[src/rtl/pc_tx.sv]
// pc_tx: PC-bound UART transmitter. It queues 32-bit words in a FIFO and sends each word MSB byte first as 8N1 frames.
// Optional macro PC_TX_MAGIC_HEADER_EN prefixes each packet with the bytes D7 8C 1B 74.
module pc_tx #(
  parameter int CLKS_PER_BIT = 435,
  parameter int FIFO_DEPTH   = 16
) (
  input  logic        i_clock,
  input  logic        i_reset,
  input  logic        i_write_next_word_cmd,
  input  logic [31:0] i_fifo_input_word,
  output logic        o_fifo_is_full_sig,
  output logic        o_fifo_is_empty_sig,
  output logic        o_write_dropped_sig,
  output logic        o_tx_serial,
  output logic        o_tx_active_sig,
  output logic        o_word_sent_sig,
  output logic        o_debug_out_b,
  output logic        o_debug_out_y
);

  localparam int PW = $clog2(FIFO_DEPTH);
  localparam int CW = PW + 1;
  localparam int BW = (CLKS_PER_BIT > 1) ? $clog2(CLKS_PER_BIT) : 1;
  localparam logic [BW-1:0] BAUD_LAST   = BW'(CLKS_PER_BIT - 1);
  localparam logic [CW-1:0] DEPTH_C     = CW'(FIFO_DEPTH);
  localparam logic [31:0]   HEADER_WORD = 32'hD78C_1B74;
  localparam logic [7:0]    HEADER_MSB  = 8'hD7;
`ifdef PC_TX_MAGIC_HEADER_EN
  localparam logic HDR_EN = 1'b1;
`else
  localparam logic HDR_EN = 1'b0;
`endif

  localparam logic [1:0] W_IDLE = 2'd0;
  localparam logic [1:0] W_LOAD = 2'd1;
  localparam logic [1:0] W_SEND = 2'd2;

  logic [1:0]    state_reg;
  logic [1:0]    byte_idx_reg;
  logic [31:0]   shift_reg;
  logic          hdr_req_reg;
  logic          hdr_active_reg;
  logic          drained_reg;

  logic [31:0]   mem [FIFO_DEPTH];
  logic [31:0]   fifo_q_reg;
  logic [PW-1:0] wr_ptr_reg;
  logic [PW-1:0] rd_ptr_reg;
  logic [CW-1:0] count_reg;
  logic [CW-1:0] count_next;
  logic          full_reg;
  logic          empty_reg;
  logic          dropped_reg;
  logic          pop;
  logic          push;

  logic          tx_reg;
  logic          busy_reg;
  logic [3:0]    bit_idx_reg;
  logic [BW-1:0] baud_reg;
  logic [7:0]    data_reg;
  logic          dbg_b_reg;
  logic          eng_done;
  logic          eng_load;
  logic [7:0]    eng_byte;
  logic [31:0]   sel_word;
  logic          word_done;

  // ---------------- word FIFO ----------------
  assign pop  = (state_reg == W_IDLE) && !empty_reg;
  // A pop in the same cycle frees a slot, so a write to a full FIFO is still taken.
  assign push = i_write_next_word_cmd && (!full_reg || pop);

  always_comb begin
    count_next = count_reg;
    if (push && !pop) begin
      count_next = count_reg + CW'(1);
    end else if (pop && !push) begin
      count_next = count_reg - CW'(1);
    end
  end

  // Read-before-write: with a full FIFO both pointers match and the pop must see the old word.
  always_ff @(posedge i_clock) begin
    if (push) begin
      mem[wr_ptr_reg] <= i_fifo_input_word;
    end
    if (pop) begin
      fifo_q_reg <= mem[rd_ptr_reg];
    end
  end

  always_ff @(posedge i_clock) begin
    if (i_reset) begin
      wr_ptr_reg  <= '0;
      rd_ptr_reg  <= '0;
      count_reg   <= '0;
      full_reg    <= 1'b0;
      empty_reg   <= 1'b1;
      dropped_reg <= 1'b0;
    end else begin
      if (push) begin
        wr_ptr_reg <= wr_ptr_reg + PW'(1);
      end
      if (pop) begin
        rd_ptr_reg <= rd_ptr_reg + PW'(1);
      end
      count_reg   <= count_next;
      full_reg    <= (count_next == DEPTH_C);
      empty_reg   <= (count_next == '0);
      dropped_reg <= i_write_next_word_cmd && !push;
    end
  end

  // ---------------- word serialiser ----------------
  assign word_done = (state_reg == W_SEND) && eng_done && (byte_idx_reg == 2'd3) && !hdr_active_reg;

  // The next byte is handed over in the last stop-bit cycle so frames run back to back.
  always_comb begin
    eng_load = 1'b0;
    eng_byte = 8'h00;
    sel_word = shift_reg << {byte_idx_reg + 2'd1, 3'b000};
    case (state_reg)
      W_LOAD: begin
        eng_load = 1'b1;
        eng_byte = hdr_req_reg ? HEADER_MSB : fifo_q_reg[31:24];
      end
      W_SEND: begin
        if (eng_done) begin
          if (byte_idx_reg != 2'd3) begin
            eng_load = 1'b1;
            eng_byte = sel_word[31:24];
          end else if (hdr_active_reg) begin
            eng_load = 1'b1;
            eng_byte = fifo_q_reg[31:24];
          end
        end
      end
      default: begin
        eng_load = 1'b0;
      end
    endcase
  end

  always_ff @(posedge i_clock) begin
    if (i_reset) begin
      state_reg      <= W_IDLE;
      byte_idx_reg   <= 2'd0;
      shift_reg      <= '0;
      hdr_req_reg    <= 1'b0;
      hdr_active_reg <= 1'b0;
      drained_reg    <= 1'b1;
    end else begin
      case (state_reg)
        W_IDLE: begin
          if (!empty_reg) begin
            state_reg   <= W_LOAD;
            hdr_req_reg <= HDR_EN && drained_reg;
            drained_reg <= 1'b0;
          end else begin
            drained_reg <= 1'b1;
          end
        end
        W_LOAD: begin
          shift_reg      <= hdr_req_reg ? HEADER_WORD : fifo_q_reg;
          hdr_active_reg <= hdr_req_reg;
          byte_idx_reg   <= 2'd0;
          state_reg      <= W_SEND;
        end
        W_SEND: begin
          if (eng_done) begin
            if (byte_idx_reg != 2'd3) begin
              byte_idx_reg <= byte_idx_reg + 2'd1;
            end else if (hdr_active_reg) begin
              // Header finished; the popped word is still held in fifo_q_reg.
              shift_reg      <= fifo_q_reg;
              hdr_active_reg <= 1'b0;
              byte_idx_reg   <= 2'd0;
            end else begin
              state_reg <= W_IDLE;
            end
          end
        end
        default: begin
          state_reg <= W_IDLE;
        end
      endcase
    end
  end

  // ---------------- UART bit engine ----------------
  assign eng_done = busy_reg && (bit_idx_reg == 4'd9) && (baud_reg == BAUD_LAST);

  always_ff @(posedge i_clock) begin
    if (i_reset) begin
      tx_reg      <= 1'b1;
      busy_reg    <= 1'b0;
      bit_idx_reg <= 4'd0;
      baud_reg    <= '0;
      data_reg    <= 8'h00;
      dbg_b_reg   <= 1'b0;
    end else begin
      dbg_b_reg <= eng_load;
      if (eng_load) begin
        busy_reg    <= 1'b1;
        bit_idx_reg <= 4'd0;
        baud_reg    <= '0;
        data_reg    <= eng_byte;
        tx_reg      <= 1'b0;
      end else if (busy_reg) begin
        if (baud_reg == BAUD_LAST) begin
          baud_reg <= '0;
          if (bit_idx_reg == 4'd9) begin
            busy_reg <= 1'b0;
            tx_reg   <= 1'b1;
          end else begin
            bit_idx_reg <= bit_idx_reg + 4'd1;
            tx_reg      <= (bit_idx_reg == 4'd8) ? 1'b1 : data_reg[bit_idx_reg[2:0]];
          end
        end else begin
          baud_reg <= baud_reg + BW'(1);
        end
      end
    end
  end

  assign o_fifo_is_full_sig  = full_reg;
  assign o_fifo_is_empty_sig = empty_reg;
  assign o_write_dropped_sig = dropped_reg;
  assign o_tx_serial         = tx_reg;
  assign o_tx_active_sig     = (state_reg != W_IDLE) || busy_reg;
  assign o_word_sent_sig     = word_done;
  assign o_debug_out_b       = dbg_b_reg;
  assign o_debug_out_y       = pop;

endmodule

[config.mk]
export PLATFORM = sky130hd
export DESIGN_NAME = pc_tx
export DESIGN_NICKNAME = d
export VERILOG_FILES = /design/src/rtl/pc_tx.sv
export SDC_FILE = /design/constraint.sdc
export NUM_CORES = 1
export LEC_CHECK = 0
export ABC_AREA = 0
export BUFFER_PORTS_ARGS = -buffer_cell sky130_fd_sc_hd__buf_2
export CORE_ASPECT_RATIO = 1.1
export CORE_MARGIN = 1.5
export CORE_UTILIZATION = 35
export DETAILED_ROUTE_END_ITERATION = 7
export PLACE_DENSITY = 0.56
export SKIP_CTS_REPAIR_TIMING = 1
export SLEW_MARGIN = 20
export SYNTH_ARGS = -nofsm -noshare
export SYNTH_HDL_FRONTEND = slang
export SYNTH_SLANG_ARGS = --single-unit
[constraint.sdc]
create_clock -name i_clock -period 5.2 [get_ports i_clock]
set_input_delay 0.26 -clock i_clock [delete_from_list [all_inputs] [get_ports i_clock]]
set_output_delay 0.26 -clock i_clock [all_outputs]
set_load 0.02 [all_outputs]
==> results.py, run 1 <==
metrics = {
    "sta": {
        "tightestPinTransition_ns": 1.09,
        "setup_viol": 0,
        "tns_ns": 0,
        "maxClockFrequency_mhz": 272,
        "holdWs_ns": 0.0527,
        "post-route-min-period_ns": 3.68,
        "final-max-slew-violation-count": 0,
        "fin_worst_skew_ns": 0.0241,
        "fin_crit_sh_pct": 70.8,
        "rsz0062_at_grt": "false",
        "max_slew_margin_pct": 27.1,
        "hold_viol_final": 0,
    },
    "layout": {
        "final_net_count": 1258,
        "fin_util_pct": 40.4,
        "drive_gt1_share_pct": 28.1,
        "antennaDiodeCount": 0,
        "num-fill-cells": 5930,
        "synthToLayoutAreaGrowth_pct": 14.7,
        "largest_register_ffs": 512,
    },
    "detailed_routing": {
        "first_pass_iters": 5,
        "route.detailed.drc": 0,
        "totalWireLength_um": 50800,
        "wire_per_inst_um": 24.0,
        "avgViaCountPerCell": 5.19,
        "ant_nets": 0,
        "drtIter0Drc": 1040,
        "vias": 11000,
    },
    "synthesis": {
        "synth_warnings": 0,
        "synth_area_sq_mm": 0.0238,
        "async_flop_share_pct": 0,
        "synthCells": 1133,
        "synth_fp_nets": 1186,
        "ys.flop_type": "edfxtp_1",
        "synth_edf_count": 544,
        "synth.distinct_cells": 43,
        "yosys_register_bits": 620,
        "synth.avg_cell_area_sq_um": 21.0,
        "ys_seq_area_share_pct": 74.9,
    },
    "global_routing": {
        "gr-total-overflow": 0,
        "grtUsageTotal_pct": 14.9,
        "grt_pass1_wl_um": 75900,
        "grt_pass1_vias": 11300,
        "grt_max_degree": 73,
        "antenna_found_initial": 4,
    },
    "clock_tree": {
        "cts_sinks": 620,
        "path_clk_slew_ns": 0.06,
        "root_buffer": "clkbuf_16",
        "cts_buffer_depth": 3,
        "cts_max_level": 3,
        "cts_tree": "yes",
        "numCtsBuffers": 66,
        "worstSkewPairLatency_ns": 0.59,
    },
    "critical_path": {
        "critPathBufInv": 1,
        "required_ns": 5.40,
        "arrival_ns": 3.88,
        "cp_max_fo": 32,
        "worstSetupPathType": "register to register",
        "crit_slowest_cell": "nor2_4",
        "crit_chain": "inv_1 -> ha_1 -> nand2b_1 -> a21boi_1 -> nand2_1 -> nor2_4",
        "startpoint_type": "register",
        "crit_family": "simple AND/OR/NAND/NOR gates",
        "endpoint_kind": "register",
        "slowest_delay_ns": 0.94,
    },
    "placement": {
        "port_buffers": 42,
        "dp.final_hpwl_um": 31700,
        "place.gp.congestion": 0.726,
    },
    "die": {
        "die_w_um": 252,
        "core_sq_mm": 0.0676,
        "ios": 43,
        "rows": 100,
        "die_y_um": 277,
        "start_util_pct": 35.3,
        "dieArea_sq_mm": 0.0697,
    },
    "status": {
        "status": "finished clean",
    },
    "power_and_ir_drop": {
        "irDropWorstVdd_mv": 0.239,
        "p_leak_uw": 0.00851,
        "power_density_mw_per_mm2": 464,
    },
    "min_path": {
        "hp-class": "input port to register",
    },
    "job": {
        "max_cap_violations": 0,
    },
}
[routing by layer]
metal | share of wire, % | wire (um) | global-route usage [%]
met2 | 48 | 24200 | 23.1
met1 | 45 | 23000 | 21.3
met3 | 5.0 | 2550 | 2.80
met4 | 2.1 | 1050 | 4.41
met5 | 0 | 0 | 0
[power breakdown]
part           total [uW]  leakage (uW)  switching [uW]  internal [uW]
clock network        4520       0.00102            1850           2680
registers            6040       0.00555             263           5780
logic                2110       0.00194            1080           1020
[cell families after synthesis]
family          share of synthesized area (%)
xor+xnor                                0.735
buf+inv                                  1.60
simple gates                             2.97
mux                                      17.6
compound gates                           1.20
fa+ha+maj                               0.945
flops                                    74.9
[path summary, 6_finish.rpt]
path	startpoint	end	slack, ns	cells after the start
worst max register to register	state_reg[0]	mem[11][22]	1.52	6
worst min-delay path	i_write_next_word_cmd	count_reg[1]	0.05	2
worst min register to register	fifo_q_reg[10]	shift_reg[10]	0.49	2
worst max-delay path	state_reg[0]	mem[11][22]	1.52	6
[final cells by class]
cell class / count / area [sq um] / share of cell area [%]
flip-flops and latches: 620 / 17900 / 65.4
multi-input cells: 440 / 5710 / 20.9
clock buffers: 76 / 1730 / 6.34
well taps: 867 / 1080 / 3.97
repair buffers: 65 / 553 / 2.02
clock inverters: 36 / 337 / 1.23
inverters: 12 / 45.0 / 0.165
[per-stage QoR]
step	setup slack, ns	cell area [sq um]	total power (uW)	std cells
finish	1.52	27300	12700	2116
global route	1.32	27300	13200	2116
CTS	1.49	27200	12900	2113
detailed placement	1.49	25200	8310	2001
global placement	1.50	25100	8280	1996
floorplan	1.04	23800	7640	1133
[placed cells by master, fill, tap and decap left out, drive strengths merged, types with 14 or more instances in the layout]
cell type | synthesis | routed
nor2 | 83 | 83
buf | 29 | 65
clkinv | 0 | 27
inv | 12 | 14
nand2 | 24 | 24
dfxtp | 76 | 76
ha | 18 | 18
mux4 | 170 | 170
clkbuf | 32 | 76
edfxtp | 544 | 544
a21oi | 16 | 16
mux2i | 37 | 37
[worst register-to-register path, delay by kind of cell, from the launching register on]
kind                     cells  cell delay, ns
AO/OA/AOI/OAI                1            0.93
flip-flops                   1            0.34
adder cells (fa/ha/maj)      1            0.20
buffers and inverters        1            0.11
AND/OR/NAND/NOR              3            1.69
[cells in the mapped netlist, types with 3 or more instances]
cell type	number	area [sq um]
buf_6	12	135
nor2b_1	3	18.8
nor3_1	10	50.1
a21oi_1	16	80.1
xnor2_1	9	78.8
dfxtp_1	76	1520
nand4_1	6	37.5
nand2b_1	5	31.3
xor2_1	11	96.3
buf_2	5	25.0
mux2i_1	37	370
nand3_1	3	15.0
nor2_1	83	312
edfxtp_1	544	16300
buf_1	9	33.8
buf_4	3	22.5
mux4_2	170	3830
inv_1	12	45.0
clkbuf_1	32	120
and3_1	6	37.5
nand3b_1	4	30.0
nand2_1	24	90.1
ha_1	18	225
a211oi_1	10	75.1
(Power assumes the default switching activity.)
==> run 2, diff against run 1 <==
--- a/config.mk
+++ b/config.mk
@@ -5,13 +5,13 @@
 export SDC_FILE = /design/constraint.sdc
 export NUM_CORES = 1
 export LEC_CHECK = 0
-export ABC_AREA = 0
+export ABC_AREA = 1
 export BUFFER_PORTS_ARGS = -buffer_cell sky130_fd_sc_hd__buf_2
 export CORE_ASPECT_RATIO = 1.1
 export CORE_MARGIN = 1.5
 export CORE_UTILIZATION = 35
 export DETAILED_ROUTE_END_ITERATION = 7
-export PLACE_DENSITY = 0.56
+export PLACE_DENSITY = 0.58
 export SKIP_CTS_REPAIR_TIMING = 1
 export SLEW_MARGIN = 20
 export SYNTH_ARGS = -nofsm -noshare
==> constraint.sdc (replaced) <==
create_clock -name i_clock -period 3.3 [get_ports i_clock]
set_input_delay 0.165 -clock i_clock [delete_from_list [all_inputs] [get_ports i_clock]]
set_output_delay 0.165 -clock i_clock [all_outputs]
set_load 0.02 [all_outputs]
==> results.py, run 2 <==
metrics = {
    "sta": {
        "max_slew_margin_pct": 32.2,
        "post-route-min-period_ns": 2.70,
        "maxClockFrequency_mhz": 370,
        "fin_crit_sh_pct": 81.8,
        "hold_viol_final": 0,
        "final-max-slew-violation-count": 0,
        "fin_worst_skew_ns": 0.0282,
        "setup_viol": 0,
        "rsz0062_at_grt": "false",
        "tns_ns": 0,
        "tightestPinTransition_ns": 1.01,
    },
    "die": {
        "dieArea_sq_mm": 0.0726,
        "ios": 43,
        "die_w_um": 257,
        "rows": 102,
        "die_y_um": 282,
        "start_util_pct": 35.3,
        "core_sq_mm": 0.0703,
    },
    "synthesis": {
        "yosys-top-cells-area": "edfxtp_1 66%, nor2_1 7.8%, dfxtp_1 6.1%",
        "synth_fp_nets": 2164,
        "synth_warnings": 0,
        "ys.flop_type": "edfxtp_1",
        "synth.most_common_cell": "edfxtp_1",
        "synth_area_sq_mm": 0.0248,
        "synth.distinct_cells": 26,
        "ys_seq_area_share_pct": 71.9,
        "yosysTopAreaCellShare_pct": 65.7,
        "async_flop_share_pct": 0,
        "ys_top_cells_by_count": "544 x edfxtp_1, 518 x nor2_1, 283 x o21ai_0",
        "synth_edf_count": 544,
        "synthCells": 2111,
        "yosys_register_bits": 620,
        "synth_top_area_cell": "edfxtp_1",
        "synth.avg_cell_area_sq_um": 11.8,
    },
    "detailed_routing": {
        "ant_nets": 0,
        "route.detailed.drc": 0,
        "avgViaCountPerCell": 5.12,
        "totalWireLength_um": 61200,
        "wire_per_inst_um": 19.5,
        "drtIter0Drc": 1597,
        "vias": 16100,
        "first_pass_iters": 5,
    },
    "placement": {
        "dp.final_hpwl_um": 36500,
        "place.gp.congestion": 0.821,
        "dp_cells": 3006,
        "port_buffers": 42,
    },
    "critical_path": {
        "endpoint_kind": "register",
        "worstSetupPathType": "register to register",
        "crit_chain": "inv_1 -> ha_1 -> nand2_1 -> nand2_1 -> nand2_1 -> inv_1 -> nand2_1 -> nor2_4 -> buf_4",
        "crit_slowest_cell": "buf_4",
        "cpMostUsedCell": "nand2_1",
        "arrival_ns": 2.93,
        "required_ns": 3.53,
        "slowest_delay_ns": 0.44,
        "cp_max_fo": 32,
        "startpoint_type": "register",
    },
    "status": {
        "status": "finished clean",
    },
    "clock_tree": {
        "cts_max_level": 3,
        "cts_tree": "yes",
        "cts_sinks": 620,
        "path_clk_slew_ns": 0.06,
        "worstSkewPairLatency_ns": 0.60,
        "numCtsBuffers": 66,
        "root_buffer": "clkbuf_16",
        "cts_buffer_depth": 3,
    },
    "layout": {
        "final_net_count": 2214,
        "num-fill-cells": 6570,
        "final_common_cell": "edfxtp_1",
        "drive_gt1_share_pct": 9.61,
        "largest_register_ffs": 512,
        "regArea_sq_mm": 0.0179,
        "stdcell_count": 3143,
        "multi_input_area_sq_mm": 0.00636,
        "synthToLayoutAreaGrowth_pct": 15.0,
        "antennaDiodeCount": 0,
        "final_cell_mix": "544 x edfxtp_1, 502 x nor2_1, 283 x o21ai_0",
    },
    "global_routing": {
        "grt_pass1_wl_um": 93500,
        "gr-total-overflow": 0,
        "antenna_found_initial": 1,
        "grt_pass1_vias": 15600,
        "grt_max_degree": 161,
        "grtUsageTotal_pct": 16.8,
    },
    "min_path": {
        "hp-class": "input port to register",
    },
    "job": {
        "max_cap_violations": 0,
    },
    "power_and_ir_drop": {
        "irDropWorstVdd_mv": 0.418,
        "total_power_uw": 22000,
        "p_leak_uw": 0.00947,
        "power_density_mw_per_mm2": 770,
    },
}
-- run 2: cell count changes in the layout (fill, tap and decap cells not counted), sizes merged, moves of 36 or more --
cell,before,now
o21ai,2,328
mux4,170,0
inv,14,50
o211ai,0,128
nor2,83,520
nand3,3,94
nand2,24,174
mux2i,37,0
-- run 2: metrics by stage --
| stage | area (sq um) | utilization [%] | setup WS [ns] | hold slack, ns |
|---|---|---|---|---|
| finish | 28600 | 40.6 | 0.600 | 0.00719 |
| global route | 28600 | 40.6 | 0.388 | 0.00128 |
| CTS | 28300 | 40.3 | 0.560 | -0.142 |
| detailed placement | 26200 | 37.3 | 0.572 | 0.457 |
| global placement | 26200 | 37.3 | 0.711 | 0.465 |
| floorplan | 24800 | - | 0.355 | 0.264 |
-- run 2: kinds of logic (layout without fill, tap and decap cells) --
| group | after synthesis | count (layout) | share of synthesized area (%) |
|---|---|---|---|
| xor gates and xnor gates | 12 | 12 | 0.423 |
| AOI/OAI and AO/OA | 469 | 469 | 10.8 |
| buffers and inverters | 180 | 276 | 3.06 |
| and+or+nand+nor | 812 | 812 | 13.0 |
| adders and majority gates | 18 | 18 | 0.906 |
| DFF | 620 | 620 | 71.9 |
-- run 2: power by group --
part           switching [uW]  leakage (uW)  total [uW]  internal, uW
Sequential                328       0.00555        9570          9250
Combinational            3640       0.00290        5180          1540
Clock                    3020       0.00101        7240          4220
-- run 2: critical path: cells and delay by family (launching register included) --
| kind | cells | cell delay (ns) |
|---|---|---|
| adder cells (fa/ha/maj) | 1 | 0.24 |
| AND/OR/NAND/NOR | 5 | 0.95 |
| flip-flops | 1 | 0.32 |
| buffers and inverters | 3 | 0.79 |
-- run 2: final cells by class --
class | count | share of cell area (%)
timing repair buffer | 113 | 3.11
sequential | 620 | 62.5
clock buffer | 81 | 6.05
multi-input combinational | 1311 | 22.2
clock inverter | 33 | 1.28
inverter | 49 | 0.670
tap | 936 | 4.10
-- run 2: path summary, 6_finish.rpt --
kind	startpoint	end	slack, ns	cells past startpoint
hold / removal	i_fifo_input_word[18]	mem[4][18]	0.007	1
setup reg to reg	state_reg[1]	mem[7][4]	0.60	9
hold reg to reg	fifo_q_reg[3]	shift_reg[3]	0.47	2
setup / recovery	state_reg[1]	mem[7][4]	0.60	9
-- run 2: per-layer routing --
layer	share of wire, %	GRT usage (%)	vias up
met4	1.8	4.72	0
met5	0	0	-
met1	44	22.4	7998
li1	-	-	7629
met2	49	28.1	400
met3	5.3	3.10	79
